### src/rtl/rf_pkg.sv
// Shared types and helpers for the multi-port register file.
package rf_pkg;

  typedef enum logic {
    IDLE  = 1'b0,
    CLEAR = 1'b1
  } rf_state_e;

  // Number of registers addressed by aw address bits.
  function automatic int unsigned rf_depth(int unsigned aw);
    return 32'(1) << aw;
  endfunction

  // Low bit of packed port i when each port is w bits wide.
  function automatic int unsigned rf_slice_lo(int unsigned i, int unsigned w);
    return i * w;
  endfunction

endpackage

### src/rtl/rf_read_port.sv
// One combinational read port: stored value, write forwarding, hard-wired zero register.
module rf_read_port
  import rf_pkg::*;
#(
  parameter int unsigned DATA_W  = 8,
  parameter int unsigned ADDR_W  = 2,
  parameter int unsigned ZERO_R0 = 0,
  parameter int unsigned FWD     = 1
) (
  input  logic [rf_depth(ADDR_W)-1:0][DATA_W-1:0] mem,
  input  logic [ADDR_W-1:0]                        raddr,
  input  logic                                     fwd_a_en,
  input  logic [ADDR_W-1:0]                        fwd_a_addr,
  input  logic [DATA_W-1:0]                        fwd_a_data,
  input  logic                                     fwd_b_en,
  input  logic [ADDR_W-1:0]                        fwd_b_addr,
  input  logic [DATA_W-1:0]                        fwd_b_data,
  output logic [DATA_W-1:0]                        rdata_c
);

  // Port A is applied last so it overrides port B on a shared address.
  always_comb begin
    rdata_c = mem[raddr];
    if (FWD != 0) begin
      if (fwd_b_en && (fwd_b_addr == raddr)) rdata_c = fwd_b_data;
      if (fwd_a_en && (fwd_a_addr == raddr)) rdata_c = fwd_a_data;
    end
    if ((ZERO_R0 != 0) && (raddr == '0)) rdata_c = '0;
  end

endmodule

### src/rtl/reg_file_mp.sv
// Multi-port register file: two prioritised write ports, NUM_RD read ports,
// and a one-entry-per-cycle clear sweep.
module reg_file_mp
  import rf_pkg::*;
#(
  parameter int unsigned DATA_W  = 8,
  parameter int unsigned ADDR_W  = 2,
  parameter int unsigned NUM_RD  = 2,
  parameter int unsigned ZERO_R0 = 0,
  parameter int unsigned FWD     = 1
) (
  input  logic                       clk,
  input  logic                       rst_n,
  input  logic                       we_a,
  input  logic [ADDR_W-1:0]          waddr_a,
  input  logic [DATA_W-1:0]          wdata_a,
  input  logic                       we_b,
  input  logic [ADDR_W-1:0]          waddr_b,
  input  logic [DATA_W-1:0]          wdata_b,
  input  logic [NUM_RD*ADDR_W-1:0]   raddr,
  output logic [NUM_RD*DATA_W-1:0]   rdata,
  input  logic                       clr_req,
  output logic                       busy,
  output logic                       wr_drop
);

  localparam int unsigned DEPTH = rf_depth(ADDR_W);

  logic [DEPTH-1:0][DATA_W-1:0] mem;
  rf_state_e                    state;
  logic [ADDR_W-1:0]            ptr;

  logic idle_c, zero_a_c, zero_b_c, same_addr_c;
  logic acc_a_c, acc_b_c, drop_c;

  // Write arbitration: A beats B on a shared address; nothing is accepted mid-sweep.
  always_comb begin
    idle_c      = (state == IDLE);
    zero_a_c    = (ZERO_R0 != 0) && (waddr_a == '0);
    zero_b_c    = (ZERO_R0 != 0) && (waddr_b == '0);
    same_addr_c = (waddr_a == waddr_b);
    acc_a_c     = idle_c && we_a && !zero_a_c;
    acc_b_c     = idle_c && we_b && !zero_b_c && !(we_a && same_addr_c);
    drop_c      = idle_c ? (we_a && we_b && same_addr_c && !zero_a_c)
                         : (we_a || we_b);
  end

  always_ff @(posedge clk) begin
    if (!rst_n) begin
      mem     <= '0;
      state   <= IDLE;
      ptr     <= '0;
      busy    <= 1'b0;
      wr_drop <= 1'b0;
    end else begin
      wr_drop <= drop_c;
      case (state)
        IDLE: begin
          if (acc_a_c) mem[waddr_a] <= wdata_a;
          if (acc_b_c) mem[waddr_b] <= wdata_b;
          if (clr_req) begin
            state <= CLEAR;
            ptr   <= '0;
            busy  <= 1'b1;
          end
        end
        CLEAR: begin
          mem[ptr] <= '0;
          // Terminal entry found by compare so ADDR_W=1 behaves like any other width.
          if (ptr == ADDR_W'(DEPTH - 1)) begin
            state <= IDLE;
            ptr   <= '0;
            busy  <= 1'b0;
          end else begin
            ptr <= ptr + ADDR_W'(1);
          end
        end
        default: state <= IDLE;
      endcase
    end
  end

  for (genvar i = 0; i < NUM_RD; i++) begin : g_rd
    rf_read_port #(
      .DATA_W (DATA_W),
      .ADDR_W (ADDR_W),
      .ZERO_R0(ZERO_R0),
      .FWD    (FWD)
    ) u_rd (
      .mem       (mem),
      .raddr     (raddr[rf_slice_lo(i, ADDR_W) +: ADDR_W]),
      .fwd_a_en  (acc_a_c),
      .fwd_a_addr(waddr_a),
      .fwd_a_data(wdata_a),
      .fwd_b_en  (acc_b_c),
      .fwd_b_addr(waddr_b),
      .fwd_b_data(wdata_b),
      .rdata_c   (rdata[rf_slice_lo(i, DATA_W) +: DATA_W])
    );
  end

endmodule

### config.mk
export PLATFORM = sky130hd
export DESIGN_NAME = reg_file_mp
export DESIGN_NICKNAME = d
export VERILOG_FILES = /design/src/rtl/rf_pkg.sv /design/src/rtl/rf_read_port.sv /design/src/rtl/reg_file_mp.sv
export SDC_FILE = /design/constraint.sdc
export NUM_CORES = 1
export LEC_CHECK = 0
export BUFFER_PORTS_ARGS = -buffer_cell sky130_fd_sc_hd__buf_2
export CAP_MARGIN = 10
export CORE_UTILIZATION = 35
export DETAILED_ROUTE_END_ITERATION = 16
export PLACE_DENSITY = 0.68
export SLEW_MARGIN = 10
export SYNTH_ARGS = -nofsm -noshare
export SYNTH_HDL_FRONTEND = slang
export SYNTH_SLANG_ARGS = --single-unit
### constraint.sdc
create_clock -name clk -period 1.5 [get_ports clk]
set_input_delay 0.15 -clock clk [delete_from_list [all_inputs] [get_ports clk]]
set_output_delay 0.15 -clock clk [all_outputs]
set_load 0.1 [all_outputs]
==> summary.txt, run 1 <==
Power
  – Switching Share: 40.3%
  – Power Internal: 0.00200 W
  – NetSw: 0.00135 W
  – Seq pwr share: 32.1%
  – Clock share of power: 21.5%
  – Leak: 1.76 nW
  – Comb power frac: 46.4%
  – PD cells: 786 nW/µm²
  – VDD IR max: 0.503 mV

Critical path
  – Critical path type: register to output port
  – CP Max Fanout: 8
  – FF-to-FF setup slack: -300 ps
  – Critical Path RT: 1350 ps
  – Worst path arrival time: 1850 ps
  – Startpoint Class: register
  – CP endpoint kind: output port

Run status
  – Status: complete, but fails checks
  – Failing checks: negative setup slack

Job
  – # Max-Cap Violations: 0

Global routing
  – Vias in the first global route: 3118
  – Top Usage Layer GRT: met2
  – Overflow after GRT: 0
  – Antenna violations before repair: 0
  – Met1 GRT Util: 34.4%
  – Met2 global-route usage: 39.5%
  – GR Util met3: 2.96%
  – Pin count of the biggest net entering global routing: 21
  – GRT Total Usage: 25.2%
  – First-pass GRT wire length: 16300 µm

STA
  – Fmax: 501 MHz
  – Fin Clk Skew: 11.3 ps
  – Hold slack: 175 ps
  – Final setup margin: -496 ps
  – Final Hold Vio Count: 0
  – Tmin final: 2000 ps
  – Max-slew violations: 0
  – Count of final setup violators: 32
  – RSZ-0062 raised after global routing: true
  – Slew @ Worst Pin: 651 ps
  – Post-route setup TNS: -10240 ps
  – Final worst path period share: 133%
  – Max transition margin: 56.5%

Die
  – Die area: 8620 µm²
  – Die span in x: 92.8 µm
  – Core Area: 7850 µm²
  – Die H: 92.8 µm
  – I/O pin cnt: 47
  – Num rows: 32
  – Initial Util: 36.8%

Finish
  – Layout net count: 429
  – Layout fillers: 692
  – Diodes inserted: 0
  – Multi-input gate area: 2220 µm²
  – Area delta synth->final: 47.6%
  – Layout cells sized above 1: 41.9%
  – Area occupied by registers: 744 µm²

CTS
  – Clk root buf: clkbuf_8
  – Clock sinks: 37
  – Worst-Skew Late Latency: 300 ps
  – H-tree depth: 2
  – CTS Buf Count: 5
  – Hold buffers post-CTS: 0
  – Clk slew on worst S/H paths: 70 ps
  – CTS Buffer Depth: 2
  – CTS tree: done

Synth
  – Distinct cells, synth: 43
  – Cells after Synth: 316
  – Synth area leaders: dfxtp_1, mux4_2, o211a_1
  – Post-synth EDFFs: 0
  – Asr flop ratio synth: 0%
  – Fraction of the yosys area taken by sequential cells: 25.6%
  – Area leader, netlist: dfxtp_1
  – Synthesized area: 2890 µm²
  – Synth Register Bits: 37
  – Synth warn: 0
  – Most used DFF post-synth: dfxtp_1
  – Avg Synthesized Cell Area: 9.14 µm²
  – Post-synth top cells: dfxtp_1, o21ai_0, nor2_1
  – Synth top area share: 25.6%
  – Most frequent cell after synthesis: dfxtp_1
  – Syn Nets: 349

Drt
  – Post-route ant nets: 0
  – Wirelength per Cell: 20.8 µm
  – Detailed Route Iter0 Violations: 253
  – # DRC: 0
  – DRT Pass-1 Iters: 5
  – Via/cell ratio: 6.32
  – Final wirelength: 10300 µm
  – DR vias: 3145

Place
  – Port bufs: 46
  – Detail Placement HPWL: 7260 µm
  – RePlAce Congestion: 0.894

Hold path
  – Min-delay worst type: primary input to register
## stage by stage
step / util (%) / instance area (µm²) / std cells / power, W / setup WS, ps
floorplan: - / 3080 / 316 / 0.00202 / -245
global placement: 51.3 / 4030 / 488 / 0.00255 / -395
detailed placement: 51.3 / 4030 / 488 / 0.00257 / -479
CTS: 52.8 / 4140 / 496 / 0.00329 / -492
global route: 54.3 / 4260 / 498 / 0.00346 / -544
finish: 54.3 / 4260 / 498 / 0.00335 / -496
## timing repair
item,in CTS,in global routing
buffers inserted,1,1
cloned,0,1
setup endpoints to repair,30,45
pin swaps,2,24
gates resized for setup,8,32
## metal layers
| layer | vias up | part of all wire, % |
|---|---|---|
| li1 | 1410 | - |
| met1 | 1517 | 42 |
| met4 | 0 | 4.1 |
| met3 | 44 | 8.1 |
| met2 | 174 | 46 |
| met5 | - | 0 |
## final timing paths
kind,cells after the start,start,to
setup / recovery,6,state$_SDFF_PN0_,rdata[6]
hold / removal,3,wdata_b[6],mem[22]$_SDFF_PN0_
setup reg to reg,7,state$_SDFF_PN0_,mem[1]$_SDFF_PN0_
hold reg to reg,1,mem[8]$_SDFF_PN0_,mem[8]$_SDFF_PN0_
## worst max-delay path, cell delays in order, from the launching register on
cell	delay, ps
dfxtp_4	360
nor2b_4	150
o31ai_4	130
buf_6	160
o211a_1	230
a221o_4	350
buf_12	170
## layout make-up
cell class / instances / share of cell area (%)
repair buffers: 105 / 24.6
inverters: 9 / 0.793
well taps: 102 / 2.99
clock buffers: 6 / 1.70
flip-flops and latches: 37 / 17.5
clock inverters: 1 / 0.206
multi-input cells: 238 / 52.2
## cells by family (layout without fill, tap and decap cells)
logic type / Yosys count / in the layout / synth area share [%]
adders and majority gates: 4 / 4 / 1.73
DFF: 37 / 37 / 25.6
AOI/OAI and AO/OA: 131 / 131 / 34.9
buffers and inverters: 41 / 121 / 6.76
muxes: 16 / 16 / 12.5
and+or+nand+nor: 77 / 77 / 15.4
xor gates and xnor gates: 10 / 10 / 3.03
## state kept, by name, summed over array words and instances (netlist names)
name,flops
busy,1
mem,32
ptr,2
state,1
wr_drop,1
## power groups by stage
stage / combinational, W / clock, W / sequential, W
final: 0.00156 / 0.000722 / 0.00107
after floorplan: 0.000911 / 0 / 0.00111
after global placement: 0.00145 / 0 / 0.00109
after global routing: 0.00162 / 0.000757 / 0.00108
after CTS: 0.00150 / 0.000724 / 0.00107
after detailed placement: 0.00148 / 0 / 0.00109
## cells in the final DEF, fill, tap and decap left out, types with 2 or more instances in the layout
| cell type | Yosys | final |
|---|---|---|
| nor3_1 | 6 | 5 |
| nor2_1 | 24 | 21 |
| nand3b_1 | 4 | 4 |
| o211a_1 | 18 | 17 |
| inv_1 | 9 | 9 |
| buf_12 | 0 | 24 |
| nor2b_1 | 8 | 6 |
| ha_1 | 4 | 4 |
| o21ai_1 | 0 | 13 |
| a32oi_1 | 2 | 2 |
| o32ai_1 | 4 | 3 |
| xnor2_1 | 8 | 8 |
| nor2_4 | 0 | 3 |
| buf_6 | 2 | 5 |
| clkbuf_8 | 0 | 5 |
| a221o_4 | 0 | 16 |
| mux4_2 | 16 | 16 |
| nand2_2 | 0 | 2 |
| o211ai_1 | 13 | 13 |
| o2bb2ai_1 | 12 | 12 |
| buf_2 | 3 | 30 |
| nand3_1 | 5 | 5 |
| and3_1 | 10 | 10 |
| o21ai_0 | 29 | 16 |
| dfxtp_1 | 37 | 36 |
| nand2_1 | 8 | 6 |
| buf_4 | 6 | 45 |
| a22oi_1 | 20 | 20 |
| a21oi_1 | 10 | 9 |
| a211oi_1 | 4 | 3 |
Note: power is estimated with default switching activity, not from simulation.
==> run 2, diff against run 1 <==
Clock period 1.5 ns to 1.8 ns, I/O delays scaled along.
==> summary.txt, run 2 (synthesis gave the netlist of run 1 again) <==
Global routing
  – Vias in the first global route: 3152
  – Met1 GRT Util: 32.8%
  – Top Usage Layer GRT: met2
  – Met2 global-route usage: 43.0%
  – GR Util met3: 4.68%
  – Overflow after GRT: 0
  – Antenna violations before repair: 0
  – Pin count of the biggest net entering global routing: 17
  – GRT Total Usage: 26.2%
  – First-pass GRT wire length: 16900 µm

Critical path
  – Crit-path slowest cell: dfxtp_2
  – Critical Path RT: 1620 ps
  – Worst path max stage delay: 340 ps
  – Critical path type: register to output port
  – CP endpoint kind: output port
  – Startpoint Class: register
  – Worst-path cell chain: nor2b_4, o31ai_4, buf_4, nor2_4, a221o_4, buf_12
  – CP Max Fanout: 8
  – Worst path arrival time: 1820 ps

Finish
  – Layout cells sized above 1: 41.4%
  – Area occupied by registers: 742 µm²
  – Multi-input gate area: 2240 µm²
  – Most frequent cells in the layout: buf_4, dfxtp_1, buf_2
  – Layout net count: 422
  – Layout fillers: 727
  – Area delta synth->final: 44.9%
  – Most common cell after layout, fill and taps aside: buf_4
  – Top reg by flops: mem
  – Diodes inserted: 0
  – Largest registers: mem (32), ptr (2)
  – Max FFs per register: 32

Die
  – Die span in x: 92.8 µm
  – Die H: 92.8 µm
  – Initial Util: 36.8%
  – Num rows: 32
  – Die area: 8620 µm²
  – Core Area: 7850 µm²
  – I/O pin cnt: 47

Run status
  – Status: complete, but fails checks
  – Failing checks: negative setup slack

STA
  – Final Hold Vio Count: 0
  – Post-route setup TNS: -2920 ps
  – Tmin final: 2000 ps
  – Slew @ Worst Pin: 522 ps
  – Final setup margin: -197 ps
  – Fin Clk Skew: 7.09 ps
  – Count of final setup violators: 17
  – RSZ-0062 raised after global routing: true
  – Fmax: 501 MHz
  – Max-slew violations: 0
  – Max transition margin: 65.0%
  – Final worst path period share: 111%

Power
  – Leak: 1.72 nW
  – PD cells: 671 nW/µm²
  – VDD IR max: 0.358 mV

Drt
  – Final wirelength: 10800 µm
  – Post-route ant nets: 0
  – Wirelength per Cell: 21.9 µm
  – Via/cell ratio: 6.48
  – DRT Pass-1 Iters: 5
  – Detailed Route Iter0 Violations: 238
  – # DRC: 0
  – DR vias: 3183

CTS
  – Clk slew on worst S/H paths: 70 ps
  – CTS Buffer Depth: 2
  – CTS Buf Count: 5
  – Clock sinks: 37
  – CTS tree: done
  – H-tree depth: 2
  – Worst-Skew Late Latency: 300 ps
  – Clk root buf: clkbuf_8

Place
  – Port bufs: 46
  – Pre-CTS WS: -173 ps
  – Detail Placement HPWL: 7610 µm
  – RePlAce Congestion: 0.900

Job
  – # Max-Cap Violations: 0

Hold path
  – Min-delay worst type: primary input to register
==> run 2: cell count changes in the layout (fill, tap and decap cells not counted), sizes merged <==
cell,delta
buf,-6
clkbuf,-1
clkinv,-1
clkinvlp,+1
==> run 2: per-stage QoR <==
stage               instance area [µm²]  utilization [%]  power, W  hold slack (ps)  std cells
detailed placement                 3930             50.1   0.00214              480        479
global placement                   3930             50.1   0.00212              464        479
finish                             4190             53.3   0.00281              200        491
global route                       4190             53.3   0.00292              209        491
CTS                                4130             52.6   0.00279              198        489
floorplan                          3100                -   0.00169              299        316
==> run 2: what timing repair did <==
action	CTS	global route
resized for setup	17	17
pin swaps	11	26
hold buffers	0	0
setup buffers	3	3
setup endpoints to repair	16	23
==> run 2: worst paths after layout <==
| path | startpoint | to | slack, ps | depth (start not counted) |
|---|---|---|---|---|
| min reg2reg | mem[4]$_SDFF_PN0_ | mem[4]$_SDFF_PN0_ | 490 | 1 |
| min | rst_n | state$_SDFF_PN0_ | 200 | 2 |
| max | state$_SDFF_PN0_ | rdata[10] | -200 | 6 |
| max reg2reg | state$_SDFF_PN0_ | mem[0]$_SDFF_PN0_ | -10 | 7 |
==> run 2: critical path, delay by kind of cell (launching register included) <==
| kind | cells | cell delay [ps] |
|---|---|---|
| buffers and inverters | 2 | 330 |
| AND/OR/NAND/NOR | 2 | 450 |
| flip-flops | 1 | 340 |
| AO/OA/AOI/OAI | 2 | 390 |
==> run 2: layout make-up <==
type                    instances  area share, %
multi-input cells             238           53.4
repair buffers                 98           22.8
flip-flops and latches         37           17.7
well taps                     102           3.05
clock buffers                   6           1.97
inverters                       9          0.807
clock inverters                 1          0.179
==> run 2: layer usage <==
metal,wire length [µm],up-vias,share of wire (%)
met4,454,0,4.2
met2,5190,202,48
met3,995,44,9.3
met5,0,-,0
li1,-,1391,-
met1,4110,1546,38
==> run 2: where the power goes <==
| group | leakage (nW) | internal (W) | switching (W) |
|---|---|---|---|
| sequential | 0.302 | 0.000863 | 0.0000337 |
| clock | 0.0433 | 0.000303 | 0.000319 |
| combinational | 1.37 | 0.000521 | 0.000767 |
